===== config.mk =====
export PLATFORM = sky130hd
export DESIGN_NAME = keypad_scan_ctrl
export DESIGN_NICKNAME = d
export VERILOG_FILES = /design/src/rtl/keypad_scan_ctrl.sv
export SDC_FILE = /design/constraint.sdc
export NUM_CORES = 1
export LEC_CHECK = 0
export CORE_MARGIN = 5
export CORE_UTILIZATION = 56
export DETAILED_ROUTE_END_ITERATION = 16
export PLACE_DENSITY = 0.88
export SLEW_MARGIN = 20
export SYNTH_ARGS = -nofsm -noshare
export SYNTH_HDL_FRONTEND = slang
export SYNTH_SLANG_ARGS = --single-unit

===== constraint.sdc =====
create_clock -name clk -period 2.1 [get_ports clk]
set_input_delay 0.315 -clock clk [delete_from_list [all_inputs] [get_ports clk]]
set_output_delay 0.315 -clock clk [all_outputs]
set_load 0.02 [all_outputs]

===== src/rtl/keypad_scan_ctrl.sv =====
// 4x4 keypad scanner: drives one-cold columns, debounces a single key's press and release,
// and emits one key_valid pulse with the mapped hex code per physical press.
module keypad_scan_ctrl #(
   parameter int SCAN_CYCLES = 4,
   parameter int DB_CYCLES   = 20
) (
   input  logic       clk,
   input  logic       reset,
   input  logic [3:0] R,
   output logic [3:0] C,
   output logic [3:0] key_code,
   output logic       key_valid,
   output logic       multi_err
);
   localparam int CNT_MAX = (SCAN_CYCLES > DB_CYCLES) ? SCAN_CYCLES : DB_CYCLES;
   localparam int CW      = $clog2(CNT_MAX + 1);
   localparam logic [CW-1:0] SETTLE_LAST = CW'(SCAN_CYCLES - 1);
   localparam logic [CW-1:0] DB_LAST     = CW'(DB_CYCLES - 1);

   typedef enum logic [1:0] {SCAN, DEBOUNCE, HOLD, RELEASE} state_t;

   state_t        state;
   logic [1:0]    col_idx;
   logic [1:0]    row_idx;
   logic [3:0]    row_pat;
   logic [CW-1:0] settle_cnt;
   logic [CW-1:0] db_cnt;
   logic [2:0]    low_cnt;
   logic [1:0]    low_row;

   function automatic logic [3:0] key_map(input logic [1:0] row, input logic [1:0] col);
      case ({row, col})
         4'h0: key_map = 4'h1;
         4'h1: key_map = 4'h2;
         4'h2: key_map = 4'h3;
         4'h3: key_map = 4'hA;
         4'h4: key_map = 4'h4;
         4'h5: key_map = 4'h5;
         4'h6: key_map = 4'h6;
         4'h7: key_map = 4'hB;
         4'h8: key_map = 4'h7;
         4'h9: key_map = 4'h8;
         4'hA: key_map = 4'h9;
         4'hB: key_map = 4'hC;
         4'hC: key_map = 4'hE;
         4'hD: key_map = 4'h0;
         4'hE: key_map = 4'hF;
         4'hF: key_map = 4'hD;
      endcase
   endfunction

   // low_row is only meaningful when exactly one row is pulled low
   always_comb begin
      low_cnt = 3'd0;
      low_row = 2'd0;
      for (int i = 0; i < 4; i++) begin
         if (!R[i]) begin
            low_cnt = low_cnt + 3'd1;
            low_row = 2'(i);
         end
      end
   end

   assign C = ~(4'b0001 << col_idx);

   always_ff @(posedge clk or posedge reset) begin
      if (reset) begin
         state      <= SCAN;
         col_idx    <= 2'd0;
         row_idx    <= 2'd0;
         row_pat    <= 4'hF;
         settle_cnt <= '0;
         db_cnt     <= '0;
         key_code   <= 4'h0;
         key_valid  <= 1'b0;
         multi_err  <= 1'b0;
      end else begin
         key_valid <= 1'b0;
         multi_err <= 1'b0;
         case (state)
            SCAN: begin
               if (settle_cnt != SETTLE_LAST) begin
                  settle_cnt <= settle_cnt + 1'b1;
               end else begin
                  settle_cnt <= '0;
                  if (low_cnt == 3'd1) begin
                     row_idx <= low_row;
                     row_pat <= R;
                     db_cnt  <= '0;
                     state   <= DEBOUNCE;
                  end else begin
                     col_idx   <= col_idx + 2'd1;
                     multi_err <= (low_cnt > 3'd1);
                  end
               end
            end
            DEBOUNCE: begin
               if (R != row_pat) begin
                  settle_cnt <= '0;
                  db_cnt     <= '0;
                  state      <= SCAN;
               end else if (db_cnt == DB_LAST) begin
                  key_code  <= key_map(row_idx, col_idx);
                  key_valid <= 1'b1;
                  db_cnt    <= '0;
                  state     <= HOLD;
               end else begin
                  db_cnt <= db_cnt + 1'b1;
               end
            end
            HOLD: begin
               if (R == 4'hF) begin
                  db_cnt <= '0;
                  state  <= RELEASE;
               end
            end
            RELEASE: begin
               // a returning contact on the held row is release bounce, not a new press
               if (!R[row_idx]) begin
                  db_cnt <= '0;
                  state  <= HOLD;
               end else if (R == 4'hF) begin
                  if (db_cnt == DB_LAST) begin
                     col_idx    <= col_idx + 2'd1;
                     settle_cnt <= '0;
                     db_cnt     <= '0;
                     state      <= SCAN;
                  end else begin
                     db_cnt <= db_cnt + 1'b1;
                  end
               end else begin
                  db_cnt <= '0;
               end
            end
         endcase
      end
   end
endmodule


# == After elaboration in Yosys (flattened, before gate mapping) ==
# Memories as Yosys holds them, arrays and structs flattened. A register that Yosys moved wholly into a read port is not among the register bits.
# Cells that the tools add are included.
# totals
romBits,64
output_inout_bits,10
mem_bits_rw,0
ff_bits,22
word_cells,93
memories,1
latchBits,0
# classes
n_mul,0
magnitude_cmp,2
n_addsub,6
mux,44
n_div,0
n_reduce_logical,9
eq_ne,19
shift,1
n_bitwise,3
# memory_table
name,depth,width,read_ports,rd_clocked_by_memory_dff,write_ports,line,rtl
(no name shown),16,4,1,1,0,32,"case ({row, col})"
# op_table
op,n
5-bit two-way mux,12
2-bit two-way mux,15
5-bit case mux with 4 select lines,1
2-bit != test (second input constant),8
5-bit case mux with 3 select lines,1
6-bit AND reduction,2
5-bit by 1-bit adder with 5-bit output (second input constant),2
3-bit by 1-bit adder with 3-bit output (second input constant),3
1-bit two-way mux,9
3-bit two-way mux,3
3-bit != test (second input constant),3
3-bit AND reduction,3
2-bit case mux with 4 select lines,1
5-bit == test (second input constant),1
5-bit by 2-bit != test with 1-bit output (second input constant),1
5-bit AND reduction,1
2-bit == test (second input constant),2
4-bit == test (second input constant),1
4-bit != test,1
4-bit inverter,1
2-bit case mux with 2 select lines,1
1-bit by 2-bit << shifter with 4-bit output (first input constant),1
3-bit by 1-bit == test with 1-bit output (second input constant),1
3-bit by 1-bit > comparator with 1-bit output (second input constant),1
8 further kinds,9

# == Longest topological paths before layout ==
# depth
word_depth,11
ltp_mapped,11

# == Worst setup path after synthesis ==
# No wires, ideal clock.
# synth_path
path_kind,input-to-reg
start,in R[0]
end,reg row_idx[0]
stages,10
setup_time_ps,125
required_time_ps,1975
setup_slack_ps,-78
t_arrival_ps,2054
cell_sequence,inv_1 -> ha_1 -> xnor2_1 -> ha_1 -> nor3_1 -> o21ai_1 -> nand3_1 -> nor2b_1 -> buf_2 -> mux2_2
# synth_between
elab_chain_cells,9
# synth_rtl
element,line,rtl
"start, declared",9,"input logic [3:0] R,"
1-bit two-way mux (*),57,if (!R[i]) begin
3-bit by 1-bit adder with 3-bit output,58,low_cnt = low_cnt + 3'd1;
3-bit two-way mux (*),57,
3-bit by 1-bit adder with 3-bit output,58,
3-bit two-way mux (*),57,
3-bit by 1-bit adder with 3-bit output,58,
3-bit two-way mux (*),57,
3-bit by 1-bit == test with 1-bit output (*),86,if (low_cnt == 3'd1) begin
3-bit AND reduction (no source line) (*),--,
"end signal, assigned",87,row_idx <= low_row;
"end, declared",24,logic [1:0] row_idx;
# Mark *: on every way between the ends. The rest lies on a longest branch, timed or not.
# A chain may end at the register's enable or synchronous reset.

# == Worst setup path after layout ==
# layout_path
start,in R[1]
end,reg multi_err
# layout_between
elab_chain_cells,9
# layout_rtl
element,line,rtl
3-bit two-way mux (*),57,
3-bit by 1-bit adder with 3-bit output,58,
3-bit two-way mux (*),57,
3-bit by 1-bit adder with 3-bit output,58,
3-bit two-way mux (*),57,
3-bit by 1-bit > comparator with 1-bit output or 3-bit by 1-bit == test with 1-bit output (tied branches),"93, 86",
1-bit two-way mux (*),86,
1-bit two-way mux (*),82,if (settle_cnt != SETTLE_LAST) begin
1-bit two-way mux (*),80,case (state)
"end signal, assigned",93,multi_err <= (low_cnt > 3'd1);
"end, declared",13,output logic multi_err
# Marked as above.

==> summary.md <==
| Metric | Value |
|---|---|
| Final period util | `a little over nine tenths` |
| Xor/xnor share of the synthesized area | `under 10%` |
| Adder-cell share of the synthesized area | `9.10%` |
| # nets final | `227` |
| Fraction of layout cells with a size suffix above 1 | `32.7%` |
| Hold_ws | `between 0.3 and 0.4 ns` |
| Largest stage delay on the critical path | `0.25 ns` |
| MaxCap Viol Count | `0` |
| Vias | `1481` |
| Layout Skew | `between 0.004 and 0.005 ns` |
| N_diodes | `0` |
| Area of the core | `2780 um2` |
| Clk slew on worst S/H paths | `0.15 ns` |
| Cells after Synth | `167` |
| Post-Route WL | `4270 um` |
| CTS tree | `done` |
| Sequential share of the synthesized area | `roughly two fifths` |
| Distinct cells, synth | `40` |
| Final Hold Fails | `0` |
| Initial antenna violation count | `0` |
| I/O Buffers | `15` |
| Drt drc | `0` |
| Endpoint class of the critical path | `flop` |
| Cell count along the critical path | `17` |
| Cts hold-fix bufs | `0` |
| Die Wd | `about 64 um` |
| Core Util, Final | `between 70 and 80%` |
| Via/cell ratio | `6.20` |
| Clock sink count | `26` |
| CP Class | `in -> reg` |
| First-pass GRT wire length | `between 7000 and 8000 um` |
| Critical Path, Cell by Cell | `dlygate4sd2_1 > inv_2 > ha_4 > nor2_4 > a21oi_4 > buf_4 > buf_4 > buf_4 > buf_4 > buf_4 > buf_4 > buf_4 > buf_4 > buf_4 > buf_4 > nor2_1 > a211oi_1` |
| Hold Path Class | `in -> async` |
| Number of global-route vias before repair | `1573` |
| Post-Syn Nets | `185` |
| Critical Path Start Type | `primary input` |
| Layout area overhead | `31.1%` |
| Post-DP HPWL | `2700 um` |
| Clk buf depth | `2` |
| DRT iter0 DRCs | `105` |
| CTS root buffer | `clkbuf_4` |
| Final setup vio count | `0` |
| Site row count | `19` |
| Die H | `~64 um` |
| Clk_lat worst skew | `0.32 ns` |
| Gr ovfl total | `0` |
| Pre-antenna DRT Iters | `4` |
| Worst-path fanout max | `4` |
| Worst slew pin tran | `0.478 ns` |
| Clock buffer count from CTS | `3` |
| Gr usage total | `21.8%` |
| Worst R2R Path Depth | `6` |
| Pre-CTS setup slack | `-0.625 ns` |
| Post-synthesis sequential element count | `26` |
| Largest net degree at the start of global routing | `27` |
| DIE AREA | `4130 um2` |
| Critical path's top delay family | `buffers and inverters` |
| Synthesized area per cell | `9.88 um2` |
| Outcome | `finished, final reports clean` |
| Initial cell density of the core | `59.3%` |
| Slew headroom | `between 60% and 70%` |
| H-tree Lvls | `1` |
| Post-Synth Simple-Gate Area | `16.5%` |
| Ports | `16` |
| Most frequent CP cell | `buf_4` |
| Antenna-violating nets left | `0` |
| CP Buf/Inv Count | `12` |
| Mux contribution to synthesized area | `11.3%` |
| Area of the mapped netlist | `about 1700 um2` |
| PnR worst setup slack | `0.0265 ns` |
| Largest family of logic cells by synthesized area | `simple AND/OR/NAND/NOR gates` |
| Static Leak | `0.00100 uW` |
| PwrDens | `573 nW/um2` |
| CP required | `2.32 ns` |
| Slowest cell on crit path | `dlygate4sd2_1` |
| Syn. warnings | `0` |
| Worst vdd ir | `0.000592 V` |
| CP arrival | `2.30 ns` |
| Post-synthesis compound-gate area fraction | `13.6%` |
| Achievable Freq | `0.482 GHz` |
| WL/cell | `roughly 18 um` |
| Minimum clock period | `2.07 ns` |
| Pins Over Slew Limit | `0` |
| Routability cong. | `0.816` |
[per-stage QoR]
step           instances  TNS (ns)  total power, uW  instance area, um2
5_1_grt              239  -0.00849             1300                2160
3_3_place_gp         225     -6.20              804                1950
3_5_place_dp         225     -7.68              824                1950
4_1_cts              239         0             1200                2090
6_report             239         0             1240                2160
2_1_floorplan        167         0              733                1670
[flip-flops by register name (all words and copies together), names as in the netlist]
name        count
row_idx         2
db_cnt          5
col_idx         2
state           2
row_pat         4
settle_cnt      5
multi_err       1
key_valid       1
key_code        4
[worst reg2reg max path: cells and delay by family (launching register included)]
| family | cells | cell delay [ns] |
|---|---|---|
| and+or+nand+nor | 2 | 0.52 |
| AOI/OAI and AO/OA | 2 | 0.45 |
| DFF | 1 | 0.43 |
| adders and majority gates | 1 | 0.21 |
| buffers and inverters | 1 | 0.18 |
[final cells by class]
class	count	area, um2
multi-input combinational	119	992
sequential	26	658
clock inverter	1	30.0
timing repair buffer	44	365
clock buffer	3	22.5
fill	147	618
inverter	15	56.3
tap	31	38.8
[cell families (layout without fill, tap and decap cells)]
logic type / count (synthesis) / count (layout)
AND/OR/NAND/NOR: 52 / 52
AO/OA/AOI/OAI: 32 / 32
flip-flops: 26 / 26
buffers and inverters: 22 / 63
multiplexers: 16 / 16
adder cells (fa/ha/maj): 12 / 12
XOR/XNOR: 7 / 7
[layer usage]
| metal | global-route usage, % | part of all wire (%) |
|---|---|---|
| met1 | 24.2 | 39 |
| met2 | 39.7 | 52 |
| met3 | 3.68 | 4.7 |
| met4 | 10.4 | 3.4 |
| met5 | 0 | 0 |
[cell usage after synthesis, drive strengths merged]
cell,count,area share [%]
o41ai,1,0.53
inv,15,3.4
a22o,5,2.7
nor3b,3,1.4
a21oi,6,1.8
nor2b,2,0.76
nor2,9,2.0
a221o,2,1.2
and4bb,1,0.76
nor3,6,1.8
nand3,6,1.8
buf,5,2.3
dfstp,4,6.4
ha,12,9.1
o21ai,12,4.1
dfrtp,22,33
and3b,2,1.1
mux2,11,7.5
xor2,1,0.53
mux2i,4,2.4
nand2b,2,0.76
mux4,1,1.4
clkbuf,2,0.46
nor4bb,1,0.61
nor4,1,0.38
a31oi,1,0.38
and3,2,0.76
a221oi,1,0.91
or3,1,0.38
o22ai,1,0.38
nand4,2,0.76
a41o,1,0.61
a211oi,2,0.91
nand2,14,3.2
xnor2,6,3.2
[where the power goes]
| group | total, uW | leakage, uW | switching, uW | internal [uW] |
|---|---|---|---|---|
| logic | 311 | 0.000663 | 156 | 155 |
| registers | 581 | 0.000312 | 53.1 | 528 |
| clock network | 348 | 0.0000279 | 155 | 193 |
[cells in the final DEF, fill, tap and decap left out, types with 4 or more instances in the layout]
master,netlist,routed
inv_1,15,12
nor3_1,6,4
a21oi_1,6,5
mux2_2,10,10
mux2i_1,4,4
buf_4,0,29
nand2_1,14,14
ha_1,12,9
xnor2_1,6,5
clkdlybuf4s50_1,0,9
nand3_1,6,5
nor2_1,9,8
o21ai_0,9,9
dlygate4sd2_1,0,4
a22o_1,4,4
dfstp_2,4,4
dfrtp_1,22,20
[timing repair]
| item | in CTS | in global routing |
|---|---|---|
| setup buffers | 10 | 0 |
| pin swaps | 5 | 2 |
| setup endpoints to repair | 17 | 16 |
| hold endpoints to repair | 0 | 0 |
| resized for setup | 14 | 12 |
[path summary, 6_finish.rpt]
| path | startpoint | slack, ns | endpoint |
|---|---|---|---|
| max reg2reg | settle_cnt[0] | 0.21 | db_cnt[2] |
| max in group asynchronous | reset | 1.45 | row_pat[3] |
| min in group clk | key_code[3] | 0.53 | key_code[3] |
| min reg2reg | key_code[3] | 0.53 | key_code[3] |
| max | R[1] | 0.03 | multi_err |
| min | reset | 0.35 | key_valid |
No activity file was read; power rests on OpenSTA's default activity.
